===== src/rtl/mem_copy_master_if.sv =====
// Byte-wide memory-system bus: registered address/write strobe/write data out,
// read data back from the memory system's data_out.
interface mem_copy_master_if;
  logic [7:0] mem_addr;
  logic       mem_we;
  logic [7:0] mem_wdata;
  logic [7:0] mem_rdata;

  modport master (output mem_addr, output mem_we, output mem_wdata, input mem_rdata);
  modport slave  (input mem_addr, input mem_we, input mem_wdata, output mem_rdata);
endinterface


===== src/rtl/mem_copy_master.sv =====
// Block-copy bus initiator: one read then one write per byte, forward order,
// with request validation against the writable window and early abort.
module mem_copy_master #(
  parameter int         RD_LAT = 1,
  parameter logic [7:0] WR_LO  = 8'h80,
  parameter logic [7:0] WR_HI  = 8'hE1
) (
  input  logic                     clk,
  input  logic                     reset,
  input  logic                     start,
  input  logic [7:0]               src_addr,
  input  logic [7:0]               dst_addr,
  input  logic [7:0]               len,
  input  logic                     abort,
  mem_copy_master_if.master        bus,
  output logic                     busy,
  output logic                     done,
  output logic                     err,
  output logic [7:0]               xfer_count
);

  localparam logic [1:0] IDLE    = 2'd0;
  localparam logic [1:0] RD      = 2'd1;
  localparam logic [1:0] RD_WAIT = 2'd2;
  localparam logic [1:0] WR      = 2'd3;

  logic [1:0] state;
  logic [7:0] src_r;
  logic [7:0] dst_r;
  logic [7:0] len_r;
  logic [7:0] idx;
  logic [1:0] wait_cnt;
  logic [8:0] src_end;
  logic [8:0] dst_end;
  logic       req_ok;
  logic       last;

  // 9-bit end addresses so a range running past 0xFF is caught, not wrapped
  always_comb begin
    src_end = {1'b0, src_addr} + {1'b0, len} - 9'd1;
    dst_end = {1'b0, dst_addr} + {1'b0, len} - 9'd1;
    req_ok  = (len != 8'd0) && (src_end <= 9'h0FF) &&
              (dst_addr >= WR_LO) && (dst_end <= {1'b0, WR_HI});
  end

  assign last = ((idx + 8'd1) == len_r);

  always_ff @(posedge clk or negedge reset) begin
    if (!reset) begin
      state         <= IDLE;
      src_r         <= 8'd0;
      dst_r         <= 8'd0;
      len_r         <= 8'd0;
      idx           <= 8'd0;
      wait_cnt      <= 2'd0;
      bus.mem_addr  <= 8'd0;
      bus.mem_we    <= 1'b0;
      bus.mem_wdata <= 8'd0;
      busy          <= 1'b0;
      done          <= 1'b0;
      err           <= 1'b0;
      xfer_count    <= 8'd0;
    end else begin
      done <= 1'b0;
      case (state)
        IDLE: begin
          if (start) begin
            xfer_count <= 8'd0;
            idx        <= 8'd0;
            if (req_ok) begin
              src_r        <= src_addr;
              dst_r        <= dst_addr;
              len_r        <= len;
              err          <= 1'b0;
              busy         <= 1'b1;
              bus.mem_addr <= src_addr;
              bus.mem_we   <= 1'b0;
              state        <= RD;
            end else begin
              done <= 1'b1;
              err  <= 1'b1;
            end
          end
        end
        RD: begin
          if (abort) begin
            busy  <= 1'b0;
            done  <= 1'b1;
            state <= IDLE;
          end else begin
            wait_cnt <= 2'(RD_LAT - 1);
            state    <= RD_WAIT;
          end
        end
        RD_WAIT: begin
          if (abort) begin
            busy  <= 1'b0;
            done  <= 1'b1;
            state <= IDLE;
          end else if (wait_cnt == 2'd0) begin
            // mem_wdata doubles as the one-byte buffer
            bus.mem_wdata <= bus.mem_rdata;
            bus.mem_addr  <= dst_r + idx;
            bus.mem_we    <= 1'b1;
            state         <= WR;
          end else begin
            wait_cnt <= wait_cnt - 2'd1;
          end
        end
        WR: begin
          // the write in flight always commits, even when aborting
          idx        <= idx + 8'd1;
          xfer_count <= xfer_count + 8'd1;
          bus.mem_we <= 1'b0;
          if (abort || last) begin
            busy  <= 1'b0;
            done  <= 1'b1;
            state <= IDLE;
          end else begin
            bus.mem_addr <= src_r + idx + 8'd1;
            state        <= RD;
          end
        end
        default: state <= IDLE;
      endcase
    end
  end

endmodule

===== src/flat_wrapper.sv =====
// flat-port wrapper written by rule: the top's interface ports become plain ports
module mem_copy_master_flat 
#(
  parameter int         RD_LAT = 1,
  parameter logic [7:0] WR_LO  = 8'h80,
  parameter logic [7:0] WR_HI  = 8'hE1
)
  (clk, reset, start, src_addr, dst_addr, len, abort, busy, done, err, xfer_count, bus_mem_addr, bus_mem_we, bus_mem_wdata, bus_mem_rdata);
  mem_copy_master_if bus_i ();
  input  logic clk;
  input  logic reset;
  input  logic start;
  input  logic [7:0] src_addr;
  input  logic [7:0] dst_addr;
  input  logic [7:0] len;
  input  logic abort;
  output logic busy;
  output logic done;
  output logic err;
  output logic [7:0] xfer_count;
  output wire logic [$bits(bus_i.mem_addr)-1:0] bus_mem_addr;
  output wire logic [$bits(bus_i.mem_we)-1:0] bus_mem_we;
  output wire logic [$bits(bus_i.mem_wdata)-1:0] bus_mem_wdata;
  input wire logic [$bits(bus_i.mem_rdata)-1:0] bus_mem_rdata;
  assign bus_mem_addr = bus_i.mem_addr;
  assign bus_mem_we = bus_i.mem_we;
  assign bus_mem_wdata = bus_i.mem_wdata;
  assign bus_i.mem_rdata = bus_mem_rdata;
  mem_copy_master #(.RD_LAT(RD_LAT), .WR_LO(WR_LO), .WR_HI(WR_HI)) u_core (.clk(clk), .reset(reset), .start(start), .src_addr(src_addr), .dst_addr(dst_addr), .len(len), .abort(abort), .bus(bus_i), .busy(busy), .done(done), .err(err), .xfer_count(xfer_count));
endmodule

===== config.mk =====
export PLATFORM = sky130hd
export DESIGN_NAME = mem_copy_master_flat
export DESIGN_NICKNAME = d
export VERILOG_FILES = /design/src/rtl/mem_copy_master_if.sv /design/src/rtl/mem_copy_master.sv /design/src/flat_wrapper.sv
export SDC_FILE = /design/constraint.sdc
export NUM_CORES = 1
export LEC_CHECK = 0
export CORE_UTILIZATION = 55
export DETAILED_ROUTE_END_ITERATION = 7
export DONT_BUFFER_PORTS = 1
export PLACE_DENSITY_LB_ADDON = 0.1
export SYNTH_ARGS = -nofsm -noshare
export SYNTH_HDL_FRONTEND = slang
export SYNTH_SLANG_ARGS = --single-unit

===== constraint.sdc =====
create_clock -name clk -period 6.5 [get_ports clk]
set_input_delay 0.325 -clock clk [delete_from_list [all_inputs] [get_ports clk]]
set_output_delay 0.325 -clock clk [all_outputs]
set_load 0.02 [all_outputs]

* Word-level counts from Yosys, hierarchy flattened *
Index checks and enable logic that the tools add are counted.
Widths: inputs -> output; s select.

word-level totals
  register bits = 64
  bits of input ports = 36
  output and inout bits = 28
  logic and storage cells = 96

cells by class
  add/sub/neg operators = 10
  $lt $le $gt $ge = 3
  equal/unequal tests = 14
  multiplexer cells = 35
  bitwise operators = 1
  reduce and logical (&&, ||, !) cells = 20

operators with widths
  kind                 count
  $mux 8               6
  $pmux 8 s2           2
  $add 8x1->8 const B  3
  $pmux 8 s3           1
  $add 8x8->9          2
  $le 9x8->1 const B   2
  $sub 9x1->9 const B  2
  $add 8x8->8          2
  $mux 2               8
  $mux 1               13
  $ne 2x2->1 const B   5
  $pmux 1 s3           3
  $reduce_and 3->1     3
  $eq 8x8->1           1
  $ge 8x8->1 const B   1
  $ne 2x1->1 const B   4
  $pmux 2 s4           1
  $reduce_and 4->1     2
  $reduce_bool 8->1    1
  $reduce_and 6->1     1
  $reduce_and 5->1     1
  $eq 2x2->1 const B   2
  $logic_not 2->1      2
  $pmux 2 s2           1
  10 further kinds     14

* Depth between registers and ports, before layout *
Gate-level depths: netlist of run 1.

  depth in word-level cells = 9
  gate-level depth with buffers = 14
  depth with buffers taken out = 13

* Worst setup path before layout of run 1 *
Ideal clock, no wire load.

  path kind = input port to flip-flop
  start point = input port dst_addr[1]
  end point = register u_core.bus.mem_addr[0]
  setup time = 0.125 ns
  arrival = 3.102 ns
  data required time = 6.375 ns
  setup slack = 3.273 ns
  stages = 13
  buffers on the path = 0
  path through = inv_1 -> ha_1 -> inv_1 -> ha_1 -> inv_1 -> fa_1 -> nand2b_1 -> a21oi_1 -> xnor2_1 -> a2111oi_1 -> or4_4 -> a221oi_4 -> mux2_2

between the ends
  cells in the longest elaborated chain, start to end = 6
  elaborated cells on any way between the ends = 8
  classes of those cells = add/sub: 2; order compare: 2; eq/ne: 1; reduce/logical: 3

RTL lines
  item                                 line                     text
  from (decl)                          flat_wrapper.sv:14       input logic [7:0] dst_addr;
  $add 8x8->9                          mem_copy_master.sv:41    dst_end = {1'b0, dst_addr} + {1'b0, len} - 9'd1;
  $sub 9x1->9                          mem_copy_master.sv:41
  $le 9x8->1                           mem_copy_master.sv:43    (dst_addr >= WR_LO) && (dst_end <= {1'b0, WR_HI});
  $logic_and 1x1->1 *                  mem_copy_master.sv:43
  $ne 2x1->1 (no source line) *        n/a
  $reduce_and 6->1 (no source line) *  n/a
  to (signal assigned)                 mem_copy_master.sv:76    bus.mem_addr <= src_addr;
  to (signal assigned)                 mem_copy_master.sv:103   bus.mem_addr <= dst_r + idx;
  to (signal assigned)                 mem_copy_master.sv:120   bus.mem_addr <= src_r + idx + 8'd1;
  to (decl)                            mem_copy_master_if.sv:9  modport master (output mem_addr, output mem_we, output mem_wdata, input mem_rdata);

Mark *: on every way between the ends. The rest lies on a longest branch, timed or not.
A chain may end at the register's enable or synchronous reset.

* Final worst setup path of run 1 *
  start point = input port len[1]
  end point = register u_core.dst_r[2]

between the ends
  cells in the longest elaborated chain, start to end = 7
  elaborated cells on any way between the ends = 11
  classes of those cells = add/sub: 4; order compare: 2; reduce/logical: 5

RTL lines
  item                                 line                   text
  from (decl)                          flat_wrapper.sv:15     input logic [7:0] len;
  $add 8x8->9                          mem_copy_master.sv:40  src_end = {1'b0, src_addr} + {1'b0, len} - 9'd1;
  $sub 9x1->9                          mem_copy_master.sv:40
  $le 9x8->1                           mem_copy_master.sv:42  req_ok = (len != 8'd0) && (src_end <= 9'h0FF) &&
  $logic_and 1x1->1 (2 in a row)       mem_copy_master.sv:42
  $logic_and 1x1->1 *                  mem_copy_master.sv:43
  $reduce_and 3->1 (no source line) *  n/a
  to (signal assigned)                 mem_copy_master.sv:72  dst_r <= dst_addr;
  to (decl)                            mem_copy_master.sv:29  logic [7:0] dst_r;

Marks and branches as above.

==> summary.md, run 1 <==
| Metric | Value |
|---|---|
| Cell chain of the critical path | `inv_1 > ha_1 > inv_1 > ha_1 > inv_1 > fa_1 > nand2b_1 > a21oi_1 > xnor2_1 > a2111oi_1 > nor3_1 > nand3_1 > mux2_2` |
| Drc violations | `0` |
| Remaining number of nets flagged by the antenna check after routing | `0` |
| Number of antenna violations at the first check in global routing | `0` |
| Power per cell area | `367 mW/mm^2` |
| Buffer levels on the longest clock path | `2` |
| Met2 wire length | `4690 um` |
| First-pass iteration count of the detailed router | `4` |
| Reg-to-reg setup timing slack | `3.52 ns` |
| Worst EP required | `6.74 ns` |
| M1 WL | `4220 um` |
| Syn_nets | `568` |
| I/O Buffers | `0` |
| Minimum clock period | `3.76 ns` |
| CTS tree | `built` |
| Synthesized flop and latch total | `64` |
| Kind of end point of the critical path | `register` |
| Hold-fix buffers at CTS | `2` |
| Logic pwr share | `39.4%` |
| Adder and majority cell fraction of the synthesized area | `15.6%` |
| Number of flops mapped to enable cells by yosys | `0` |
| Final routed wire length divided by cell count | `16.5 um` |
| RSZ-0062 raised after global routing | `no` |
| Most instantiated library cell after synthesis | `inv_1` |
| Worst-skew pair later-pin latency | `0.36 ns` |
| Cells after synthesis | `477` |
| Vias in the first global route | `3361` |
| Headroom to the max-slew limit | `20.6%` |
| Num rows | `32` |
| Cell area after synthesis | `0.00454 mm^2` |
| Core Util, Final | `62.0%` |
| Clock-pin slew of the registers on the worst-case setup and hold paths | `0.08 ns` |
| Ys async rst share | `100%` |
| Root buf cell | `clkbuf_8` |
| Area Overhead vs Synth | `7.16%` |
| Top delay family on crit path | `simple AND/OR/NAND/NOR gates` |
| Post-cts repair resize count | `0` |
| Die height | `92.9 um` |
| Peak clock frequency supported by timing | `0.266 GHz` |
| Switching part of the total | `40.2%` |
| All-Layer GR Usage | `24.3%` |
| Highest metal used | `met4` |
| Number of unique standard cell types used by synthesis | `46` |
| Global-route congestion overflow total | `0` |
| Relative contribution of sequential cells to total power | `41.3%` |
| Switching power total | `0.000718 W` |
| Complex-gate fraction of the synthesized area | `14.1%` |
| Placed wire-length estimate | `7620 um` |
| Number of hold violations in the final report | `0` |
| Post-synth top area share | `35.3%` |
| Standard cell with the maximum stage delay on the critical path | `nand3_1` |
| RD Place Congestion | `0.836` |
| Count of filler cells inserted in the layout | `693` |
| Portion of netlist area occupied by mux cells | `10.6%` |
| Buffer and inverter count on the worst path | `3` |
| Design Area, Final | `0.00487 mm^2` |
| Critical Path Fanout Max | `24` |
| Commonest cells in the synthesized netlist | `inv_1, dfrtp_1, ha_1, mux2_2, o21ai_0` |
| Number of I/O pins | `64` |
| Number of nets in the final layout | `571` |
| Fraction of layout instances using a drive strength above 1 | `12.8%` |
| Num CTS Buffers | `9` |
| Synthesis warning total | `0` |
| Core footprint | `0.00785 mm^2` |
| Final-layout worst hold slack | `0.0591 ns` |
| Post-Syn Area per Cell | `9.52 um^2` |
| Post-synthesis sequential area ratio | `35.3%` |
| Int Power | `0.00107 W` |
| Final std cells w/o fill | `587` |
| Skew final | `0.00944 ns` |
| Max-slew violation count | `0` |
| Cell occurring most often along the worst timing path | `inv_1` |
| Worst supply voltage drop on vdd | `140 uV` |
| Leakage dissipation | `2.34 nW` |
| Crit Path Class | `in2reg` |
| Class of the tightest hold or removal check | `in2reg` |
| Main combinational cell family by area after synthesis | `adder cells` |
| Result of the run | `completed` |
| Initial standard-cell utilization of the core | `57.9%` |
| Total detailed-routing wirelength | `9690 um` |
| Category of the worst setup path launch point | `primary input` |
| Dominant synthesized flop cell | `dfrtp_1` |
| Arrival time at the worst endpoint | `4.00 ns` |
| Setup TNS after final layout | `0 ns` |
| Antenna Diode Count | `0` |
| Post-CTS repair timing setup buffer count | `0` |
| Wire length of the first global-routing pass | `15900 um` |
| Relative contribution of the clock network to total power | `19.4%` |
| Finish-stage setup viols | `0` |
| Clk sinks | `64` |
| Die area | `0.00863 mm^2` |
| Via density | `5.85` |
| H-tree levels | `3` |
| Placed Instance Area | `0.00463 mm^2` |
| Largest net degree at the start of global routing | `65` |
| Tightest Pin Transition | `1.19 ns` |
| Die Width | `92.9 um` |
| Cell count after placement | `569` |
| Share of the synthesized netlist area taken by xor and xnor gates | `6.75%` |
| Number of max-capacitance violations reported | `0` |
| Cell type with the highest aggregate area in the netlist | `dfrtp_1` |
| Post-Synth Simple-Gate Area | `10.8%` |
| Largest incremental delay on the critical path | `0.85 ns` |
| Post-route fraction of the period consumed by the critical path | `57.8%` |
| Biggest area contributors in the synthesized netlist | `dfrtp_1, ha_1, mux2_2` |
| Number of vias after detailed routing | `3435` |
| WL met3 | `606 um` |
| Iter 0 DRT Violations | `147` |
## worst paths after layout
check                      cells past startpoint       startpoint                      to
max                                           13           len[1]         u_core.dst_r[2]
min                                            1            start              u_core.err
max reg2reg                                    7    u_core.idx[0]  u_core.bus.mem_addr[6]
min reg2reg                                    1  u_core.dst_r[7]         u_core.dst_r[7]
max in group asynchronous                      2            reset         u_core.src_r[3]
min in group asynchronous                      2            reset    u_core.xfer_count[0]
## worst register-to-register path, delay by kind of cell, from the launching register on
| kind | cells | cell delay, ns |
|---|---|---|
| flops | 1 | 0.51 |
| mux | 1 | 0.40 |
| xor+xnor | 1 | 0.16 |
| compound gates | 2 | 0.78 |
| simple gates | 3 | 1.01 |
## cell families (layout without fill, tap and decap cells)
group	after synthesis	count (layout)
AND/OR/NAND/NOR	100	100
adder cells (fa/ha/maj)	55	55
buffers and inverters	82	90
AO/OA/AOI/OAI	98	98
multiplexers	43	43
flip-flops	64	64
XOR/XNOR	35	35
## routing by layer
| metal | track usage [%] | vias to the layer above |
|---|---|---|
| met4 | 7.95 | 0 |
| met1 | 29.0 | 1659 |
| met2 | 42.0 | 94 |
| met5 | 0 | - |
| met3 | 6.81 | 17 |
| li1 | - | 1665 |
## metrics by stage
step	setup slack, ns	total power (W)
6_report	2.74	0.00179
5_1_grt	2.43	0.00191
4_1_cts	2.72	0.00180
3_5_place_dp	2.34	0.00144
3_3_place_gp	2.45	0.00142
2_1_floorplan	3.27	0.00128
## power by group through the flow
stage / Sequential, W / Clock [W] / Combinational (W)
detailed placement: 0.000746 / 0 / 0.000696
finish: 0.000737 / 0.000346 / 0.000703
global placement: 0.000742 / 0 / 0.000675
floorplan: 0.000708 / 0 / 0.000574
CTS: 0.000737 / 0.000349 / 0.000709
global route: 0.000756 / 0.000368 / 0.000791
## layout make-up
class	count	area (um^2)	area share [%]
sequential	64	1600	32.9
clock buffer	9	124	2.54
tap	102	128	2.62
inverter	71	267	5.48
timing repair buffer	3	45.0	0.925
clock inverter	7	72.6	1.49
multi-input combinational	331	2630	54.0
## state kept, by name (all words and copies together), names as in the netlist
signal and count:
u_core.bus.mem_addr 8, u_core.bus.mem_wdata 8, u_core.dst_r 8, u_core.idx 8, u_core.len_r 8, u_core.src_r 8
u_core.xfer_count 8, u_core.state 2, u_core.wait_cnt 2, u_core.bus.mem_we 1, u_core.busy 1, u_core.done 1
u_core.err 1
## placed cells by master, fill, tap and decap left out, drive strengths merged, types with 5 or more instances in the layout
master,count
inv,71
xnor2,17
ha,52
nor2,24
dfrtp,64
nand3,16
nor3,8
a21oi,21
xor2,18
clkbuf,9
nor4,6
o21ai,32
nand2,22
nand4,5
a21o,5
a31oi,7
nand2b,7
mux2,40
No activity file was read; power rests on OpenSTA's default activity.
==> run 2: changes to the inputs <==
==> constraint.sdc (replaced) <==
create_clock -name clk -period 3.35 [get_ports clk]
set_input_delay 0.1675 -clock clk [delete_from_list [all_inputs] [get_ports clk]]
set_output_delay 0.1675 -clock clk [all_outputs]
set_load 0.02 [all_outputs]
==> run 2 against run 1 <==
Effect of this change: power rose by 99%; routed wire length rose by 6.9%; sequential share of layout area down 2.3 points; via count rose by 2.9%; utilization grew 4.6 points; non-clock buffer count grew 36; clock skew is 0.0013 ns higher; register-to-register slack got worse by 3.0 ns; critical endpoint is now u_core.len_r[1]; worst setup slack worse by 2.4 ns; sequential power is 95% higher; sequential cell count is the same.
==> summary.md, run 2 (synthesized netlist as in run 1, its figures left out) <==
| Metric | Value |
|---|---|
| Root buf cell | `clkbuf_8` |
| Headroom to the max-slew limit | `48.7%` |
| Number of antenna violations at the first check in global routing | `0` |
| Category of the worst setup path launch point | `primary input` |
| Core footprint | `0.00785 mm^2` |
| Relative contribution of the clock network to total power | `18.3%` |
| I/O Buffers | `0` |
| All-Layer GR Usage | `25.7%` |
| Standard cell with the maximum stage delay on the critical path | `a2111oi_1` |
| First-pass iteration count of the detailed router | `4` |
| Relative contribution of sequential cells to total power | `40.5%` |
| Number of vias after detailed routing | `3534` |
| Largest net degree at the start of global routing | `65` |
| Worst-skew pair later-pin latency | `0.34 ns` |
| Die height | `92.9 um` |
| Switching part of the total | `39.4%` |
| Clk sinks | `64` |
| Number of max-capacitance violations reported | `0` |
| Logic pwr share | `41.1%` |
| Worst EP required | `3.57 ns` |
| Final std cells w/o fill | `622` |
| Antenna Diode Count | `0` |
| Minimum clock period | `3.01 ns` |
| Arrival time at the worst endpoint | `3.23 ns` |
| H-tree levels | `3` |
| Global-route congestion overflow total | `0` |
| Placed wire-length estimate | `7720 um` |
| Most common library cell in the layout ignoring fill and taps | `inv_1` |
| Peak clock frequency supported by timing | `0.332 GHz` |
| Largest incremental delay on the critical path | `0.72 ns` |
| Reg-to-reg setup timing slack | `0.57 ns` |
| Tightest Pin Transition | `0.768 ns` |
| CTS tree | `built` |
| Finish-stage setup viols | `0` |
| Iter 0 DRT Violations | `166` |
| Count of filler cells inserted in the layout | `645` |
| Final Power | `0.00356 W` |
| Cell chain of the critical path | `inv_1 > ha_1 > inv_1 > ha_1 > inv_1 > fa_1 > nand2b_1 > a21oi_1 > xnor2_1 > a2111oi_1 > nor3_1 > nand3_1 > buf_12 > mux2_2` |
| Int Power | `0.00216 W` |
| Buffer levels on the longest clock path | `2` |
| Class of the tightest hold or removal check | `in2reg` |
| Kind of end point of the critical path | `register` |
| Fraction of layout instances using a drive strength above 1 | `12.5%` |
| RD Place Congestion | `0.842` |
| Number of hold violations in the final report | `0` |
| Final routed wire length divided by cell count | `16.7 um` |
| Wire length of the first global-routing pass | `17200 um` |
| Setup TNS after final layout | `0 ns` |
| Leading cell types in the layout, fill and taps excluded | `inv_1, dfrtp_1, ha_1` |
| Num CTS Buffers | `9` |
| Critical Path Fanout Max | `20` |
| Number of I/O pins | `64` |
| Crit Path Class | `in2reg` |
| Initial standard-cell utilization of the core | `57.9%` |
| Drc violations | `0` |
| Area Overhead vs Synth | `15.2%` |
| Via density | `5.68` |
| Total detailed-routing wirelength | `10400 um` |
| Cell count after placement | `574` |
| Die Width | `92.9 um` |
| Num rows | `32` |
| Post-route fraction of the period consumed by the critical path | `89.8%` |
| Remaining number of nets flagged by the antenna check after routing | `0` |
| Result of the run | `completed` |
| Skew final | `0.0107 ns` |
| Die area | `0.00863 mm^2` |
| Vias in the first global route | `3561` |
| Max-slew violation count | `0` |
| Leakage dissipation | `2.51 nW` |
| Power per cell area | `681 mW/mm^2` |
| Cell occurring most often along the worst timing path | `inv_1` |
| Worst supply voltage drop on vdd | `258 uV` |
| Number of nets in the final layout | `607` |
| Switching power total | `0.00140 W` |
| Clock-pin slew of the registers on the worst-case setup and hold paths | `0.07 ns` |
| Core Util, Final | `66.6%` |
| RSZ-0062 raised after global routing | `no` |
-- run 2: cell count changes in the layout (fill, tap and decap cells not counted), sizes merged --
cell / delta
dlygate4sd3: +31
clkinvlp: -2
buf: +5
clkinv: -1
clkbuf: +2
-- run 2: layout make-up --
type	instances	area, um^2	share of cell area, %
Clock inverter	4	45.0	0.861
Timing Repair Buffer	39	418	7.99
Sequential cell	64	1600	30.6
Inverter	71	267	5.10
Multi-Input combinational cell	331	2630	50.3
Clock buffer	11	141	2.70
Tap cell	102	128	2.44
-- run 2: power by group through the flow --
stage | clock, W | combinational, W | sequential (W)
2_1_floorplan | 0 | 0.00111 | 0.00137
3_3_place_gp | 0 | 0.00136 | 0.00145
3_5_place_dp | 0 | 0.00140 | 0.00146
4_1_cts | 0.000660 | 0.00146 | 0.00144
5_1_grt | 0.000695 | 0.00163 | 0.00148
6_report | 0.000653 | 0.00146 | 0.00144
-- run 2: per-stage QoR --
stage	worst slack, ns	hold slack (ns)	area, um^2
3_3_place_gp	0.144	-0.127	4700
4_1_cts	0.340	0.0161	5230
2_1_floorplan	0.281	-0.128	4540
6_report	0.341	0.0251	5230
5_1_grt	0.194	0.0383	5230
3_5_place_dp	0.00546	-0.127	4700
-- run 2: path summary, 6_finish.rpt --
kind | startpoint | cells after the start | end
setup / recovery | dst_addr[1] | 14 | u_core.len_r[1]
hold / removal | start | 2 | u_core.err
setup reg to reg | u_core.idx[2] | 8 | u_core.bus.mem_addr[1]
hold reg to reg | u_core.dst_r[4] | 1 | u_core.dst_r[4]
max in group asynchronous | reset | 2 | u_core.src_r[7]
min in group asynchronous | reset | 2 | u_core.xfer_count[5]
-- run 2: worst max-delay path, delay by kind of cell --
kind | cells | cell delay, ns
mux | 1 | 0.35
compound gates | 2 | 0.89
xor+xnor | 1 | 0.09
fa+ha+maj | 3 | 0.87
simple gates | 3 | 0.53
buf+inv | 4 | 0.33
-- run 2: timing repair --
action / 4_1_cts / 5_1_grt
gates resized for setup: 0 / 0
endpoints found under the setup margin: 0 / 0
setup buffers: 0 / 0
hold endpoints to repair: 96 / 0
hold buffers: 33 / 0
-- run 2: metal layers --
| metal | up-vias | track usage, % | wire length [um] |
|---|---|---|---|
| met5 | - | 0 | 0 |
| met4 | 0 | 7.69 | 201 |
| met1 | 1708 | 32.6 | 4690 |
| met3 | 13 | 4.52 | 439 |
| li1 | 1727 | - | - |
| met2 | 86 | 44.5 | 5030 |
